<file path="config.mk">
export PLATFORM = sky130hd
export DESIGN_NAME = counter_seq_ctrl
export DESIGN_NICKNAME = d
export VERILOG_FILES = /design/src/rtl/counter_ctrl_pkg.sv /design/src/rtl/sync_up_counter.sv /design/src/rtl/counter_seq_ctrl.sv
export SDC_FILE = /design/constraint.sdc
export NUM_CORES = 1
export LEC_CHECK = 0
export BUFFER_PORTS_ARGS = -buffer_cell sky130_fd_sc_hd__clkbuf_2
export CAP_MARGIN = 25
export CORE_ASPECT_RATIO = 1.5
export CORE_MARGIN = 2
export CORE_UTILIZATION = 30
export DETAILED_ROUTE_END_ITERATION = 8
export SYNTH_ARGS = -nofsm -noshare
export SYNTH_HDL_FRONTEND = slang
export SYNTH_SLANG_ARGS = --single-unit
</file>
<file path="constraint.sdc">
create_clock -name clk -period 2.38 [get_ports clk]
set_input_delay 0.238 -clock clk [delete_from_list [all_inputs] [get_ports clk]]
set_output_delay 0.238 -clock clk [all_outputs]
set_load 0.02 [all_outputs]
</file>
<file path="src/rtl/counter_ctrl_pkg.sv">
// rtl/counter_ctrl_pkg.sv - shared types and constants for the counter sequencing controller
package counter_ctrl_pkg;

    // Default counter and limit width.
    localparam int CNT_W_DEF = 4;

    // Controller states.
    typedef enum logic [1:0] {
        IDLE = 2'd0,
        RUN  = 2'd1,
        HOLD = 2'd2,
        DONE = 2'd3
    } ctrl_state_t;

endpackage

</file>
<file path="src/rtl/sync_up_counter.sv">
// rtl/sync_up_counter.sv - synchronous up-counter with clear and enable
//
// Ports:
//   clk   - rising-edge clock
//   rst_n - synchronous active-low reset, clears q
//   clr   - synchronous clear, has priority over en
//   en    - increment q by one
//   q     - counter value (wraps modulo 2^WIDTH)
module sync_up_counter
    import counter_ctrl_pkg::*;
#(
    parameter int WIDTH = CNT_W_DEF
) (
    input  logic             clk,
    input  logic             rst_n,
    input  logic             clr,
    input  logic             en,
    output logic [WIDTH-1:0] q
);

    always_ff @(posedge clk) begin
        if (!rst_n) begin
            q <= '0;
        end else if (clr) begin
            q <= '0;
        end else if (en) begin
            q <= q + WIDTH'(1);
        end
    end

endmodule

</file>
<file path="src/rtl/counter_seq_ctrl.sv">
// rtl/counter_seq_ctrl.sv - start/pause/stop sequencing controller for an up-counter
//
// Ports:
//   clk         - rising-edge clock
//   rst_n       - synchronous active-low reset
//   start       - arm a run (honoured in IDLE only)
//   stop        - abort to IDLE from any state
//   pause       - level; freezes the count while high
//   auto_reload - 1 = periodic, 0 = one-shot; latched at start
//   limit       - terminal count; latched at start
//   count       - current count
//   busy        - high in RUN and HOLD
//   done        - one-cycle pulse at each terminal count
//   reloads     - auto-reloads since the last start (wraps)
module counter_seq_ctrl
    import counter_ctrl_pkg::*;
#(
    parameter int WIDTH = CNT_W_DEF
) (
    input  logic             clk,
    input  logic             rst_n,
    input  logic             start,
    input  logic             stop,
    input  logic             pause,
    input  logic             auto_reload,
    input  logic [WIDTH-1:0] limit,
    output logic [WIDTH-1:0] count,
    output logic             busy,
    output logic             done,
    output logic [WIDTH-1:0] reloads
);

    ctrl_state_t      state_q;
    logic [WIDTH-1:0] lim_q;
    logic             ar_q;
    logic             busy_q;
    logic             done_q;

    logic             cnt_clr;
    logic             cnt_en;
    logic             rel_clr;
    logic             rel_en;
    logic             at_limit;

    assign at_limit = (count == lim_q);

    // Counter strobes. HOLD with pause low performs the RUN action in the
    // same cycle, so a paused cycle delays the sequence by exactly one cycle.
    always_comb begin
        cnt_clr = 1'b0;
        cnt_en  = 1'b0;
        rel_clr = 1'b0;
        rel_en  = 1'b0;
        case (state_q)
            IDLE: begin
                if (start && !stop) begin
                    cnt_clr = 1'b1;
                    rel_clr = 1'b1;
                end
            end
            RUN, HOLD: begin
                if (stop) begin
                    cnt_clr = 1'b1;
                end else if (!pause) begin
                    if (at_limit) begin
                        if (ar_q) begin
                            cnt_clr = 1'b1;
                            rel_en  = 1'b1;
                        end
                    end else begin
                        cnt_en = 1'b1;
                    end
                end
            end
            DONE: begin
                if (stop) begin
                    cnt_clr = 1'b1;
                end
            end
            default: ;
        endcase
    end

    always_ff @(posedge clk) begin
        if (!rst_n) begin
            state_q <= IDLE;
            lim_q   <= '0;
            ar_q    <= 1'b0;
            busy_q  <= 1'b0;
            done_q  <= 1'b0;
        end else begin
            case (state_q)
                IDLE: begin
                    done_q <= 1'b0;
                    if (start && !stop) begin
                        lim_q   <= limit;
                        ar_q    <= auto_reload;
                        busy_q  <= 1'b1;
                        state_q <= RUN;
                    end
                end
                RUN, HOLD: begin
                    if (stop) begin
                        busy_q  <= 1'b0;
                        done_q  <= 1'b0;
                        state_q <= IDLE;
                    end else if (pause) begin
                        done_q  <= 1'b0;
                        state_q <= HOLD;
                    end else if (at_limit) begin
                        done_q <= 1'b1;
                        if (ar_q) begin
                            state_q <= RUN;
                        end else begin
                            busy_q  <= 1'b0;
                            state_q <= DONE;
                        end
                    end else begin
                        done_q  <= 1'b0;
                        state_q <= RUN;
                    end
                end
                DONE: begin
                    busy_q  <= 1'b0;
                    done_q  <= 1'b0;
                    state_q <= IDLE;
                end
                default: begin
                    busy_q  <= 1'b0;
                    done_q  <= 1'b0;
                    state_q <= IDLE;
                end
            endcase
        end
    end

    sync_up_counter #(.WIDTH(WIDTH)) u_count (
        .clk   (clk),
        .rst_n (rst_n),
        .clr   (cnt_clr),
        .en    (cnt_en),
        .q     (count)
    );

    sync_up_counter #(.WIDTH(WIDTH)) u_reloads (
        .clk   (clk),
        .rst_n (rst_n),
        .clr   (rel_clr),
        .en    (rel_en),
        .q     (reloads)
    );

    assign busy = busy_q;
    assign done = done_q;

endmodule

</file>
==> impl_metrics.env <==
export IMPL_grt_max_degree=14
export IMPL_period_needed_ns=1.99
export IMPL_synth_cells=97
export IMPL_area_growth_pct=22.6
export IMPL_ys_ff_latch=17
export IMPL_yosysSeqAreaShare_pct=38.4
export IMPL_crit_required_ns=2.57
export IMPL_drc=0
export IMPL_cts_root_buffer="clkbuf_8"
export IMPL_hpwl_um=1540
export IMPL_gp_congestion=0.836
export IMPL_start_util_pct=31.1
export IMPL_avgSynthCellArea_um2=9.13
export IMPL_cts_tree="yes"
export IMPL_async_flop_share_pct=0
export IMPL_grt_pass1_wl_um=3440
export IMPL_drv_cap=0
export IMPL_numCtsBuffers=3
export IMPL_ctsResizeCount=0
export IMPL_clock_skew_ns=0.00199
export IMPL_grt_pass1_vias=825
export IMPL_worstSetupStartpointType="register"
export IMPL_slew_violations=0
export IMPL_setup_ws_ns=0.387
export IMPL_clock_latency_ns=0.26
export IMPL_tightest_slew_ns=0.399
export IMPL_rr_worst_depth=4
export IMPL_antenna_found_initial=0
export IMPL_timing_rr_end="u_reloads.q[3]"
export IMPL_ys_types=30
export IMPL_clkSlewWorstSetupHoldPaths_ns=0.07
export IMPL_wl_per_cell_um=12.3
export IMPL_synth_edf_count=0
export IMPL_synth_flop_cell="dfxtp_1"
export IMPL_netlist_area_um2=886
export IMPL_drt_initial_drc_count=8
export IMPL_leakage_nw=0.472
export IMPL_instances_no_fill=159
export IMPL_die_area_um2=3410
export IMPL_crit_type="register to register"
export IMPL_slew_headroom_pct=73.3
export IMPL_vias_per_cell=5.05
export IMPL_rows=24
export IMPL_fin_setup_tns_ns=0
export IMPL_reg2reg_from="u_count.q[0]"
export IMPL_finalWirelength_um=1950
export IMPL_vias=803
export IMPL_finish_utilization_pct=38.1
export IMPL_ir_drop_mv=0.207
export IMPL_firstDrtPassIters=4
export IMPL_overflow=0
export IMPL_layout_drive_gt1_share_pct=23.3
export IMPL_cts_htree_levels=1
export IMPL_dieHeight_um=70.6
export IMPL_holdWs_ns=0.213
export IMPL_cts_path_max_buffers=2
export IMPL_arrival_ns=2.19
export IMPL_path_max_fanout=10
export IMPL_detail_route_antenna_nets=0
export IMPL_ioPinCount=20
export IMPL_p_per_area_nw_per_um2=612
export IMPL_cts_sinks=17
export IMPL_post_route_period_util_pct=83.7
export IMPL_die_x_um=48.4
export IMPL_hold_buffers=0
export IMPL_dp_cells=155
export IMPL_r2r_slack_ns=0.39
export IMPL_post_cts_buffers=0
export IMPL_gr_usage_all_layers_pct=12.9
export IMPL_place_ws_ns=0.401
export IMPL_outcome="completed"
export IMPL_crit_path_end_kind="register"
export IMPL_hold_path_end="done"
export IMPL_max_clock_freq_mhz=502
export IMPL_synth_fp_nets=111
export IMPL_setup_viol=0
export IMPL_hold_depth=2
export IMPL_nets=135
export IMPL_hold_violations=0
export IMPL_hp_class="input port to register"
export IMPL_ys_warn_count=0
export IMPL_rsz0062_at_grt="false"
export IMPL_min_delay_start="stop"
export IMPL_fp_coreArea_um2=2850
export IMPL_diodes=0
export IMPL_portBuffers=19
==> flip-flops by register name, indices dropped and copies added (netlist names) <==
| register | cells |
|---|---|
| ar_q | 1 |
| busy | 1 |
| done | 1 |
| lim_q | 4 |
| state_q | 2 |
| u_count.q | 4 |
| u_reloads.q | 4 |
==> critical path, stage by stage, from the launching register on <==
cell and delay (ns):
dfxtp_1 0.43, xor2_1 0.13, or4_1 0.68, or4_1 0.55, a21oi_1 0.14
==> kinds of logic after synthesis <==
group                      share of synthesized area (%)
AOI/OAI and AO/OA                                   18.6
xor gates and xnor gates                            3.95
adders and majority gates                           5.65
buffers and inverters                               3.11
DFF                                                 38.4
muxes                                               6.78
and+or+nand+nor                                     23.4
==> synthesized netlist by cell type, drive strengths merged, types with 3 or more instances <==
cell type / count / area share (%)
a21boi: 4 / 3.4
xor2: 4 / 4.0
ha: 4 / 5.6
or3: 3 / 2.1
inv: 4 / 1.7
a21oi: 5 / 2.8
nand2: 4 / 1.7
o21ai: 7 / 4.0
mux2i: 6 / 6.8
nor2b: 7 / 4.9
nand3: 3 / 1.7
o211ai: 3 / 2.5
dfxtp: 17 / 38
o31ai: 3 / 2.5
or4: 4 / 3.4
==> per-stage QoR <==
step / cell area, µm² / power (mW)
detailed placement: 1040 / 0.449
global route: 1090 / 0.695
CTS: 1090 / 0.668
finish: 1090 / 0.665
floorplan: 886 / 0.407
global placement: 1040 / 0.444
==> final cells by class <==
class / count / area, µm²
Clock inverter: 1 / 5.00
Sequential cell: 17 / 340
Tap cell: 39 / 48.8
Clock buffer: 3 / 41.3
Timing Repair Buffer: 22 / 118
Inverter: 4 / 15.0
Multi-Input combinational cell: 73 / 518
Fill cell: 306 / 1770
==> routing by layer <==
metal | part of all wire (%) | track usage, %
met1 | 38 | 12.6
met2 | 55 | 23.8
met3 | 2.6 | 2.11
met4 | 3.6 | 10.2
met5 | 0 | 0
==> layout by cell type (no fill, tap or decap), types with 2 or more instances in the layout <==
cell type,count
o21ai_0,6
nor3_1,2
a21boi_1,4
clkbuf_2,19
buf_4,3
dfxtp_1,17
inv_1,4
o211ai_1,3
clkbuf_8,3
nor2b_1,7
a21oi_1,5
nand3b_1,2
nand2b_1,2
ha_1,4
or3_1,3
nand3_1,3
xor2_1,4
o31ai_1,3
nand2_1,4
or4_1,4
nor3b_1,2
mux2i_1,6
==> where the power goes <==
group | leakage (nW) | internal [mW] | switching (mW) | total, mW
clock | 0.0255 | 0.116 | 0.104 | 0.221
sequential | 0.138 | 0.297 | 0.0101 | 0.307
combinational | 0.309 | 0.0589 | 0.0782 | 0.137
==> how the worst max path moves through the flow <==
stage	to	slack, ns	from
floorplan	u_reloads.q[3]	0.41	u_count.q[1]
global placement	u_reloads.q[3]	0.47	u_count.q[0]
detailed placement	u_reloads.q[3]	0.40	u_count.q[0]
CTS	u_reloads.q[3]	0.38	u_count.q[1]
global route	u_reloads.q[3]	0.28	u_count.q[0]
finish	u_reloads.q[3]	0.39	u_count.q[0]
Note: power is estimated with default switching activity, not from simulation.
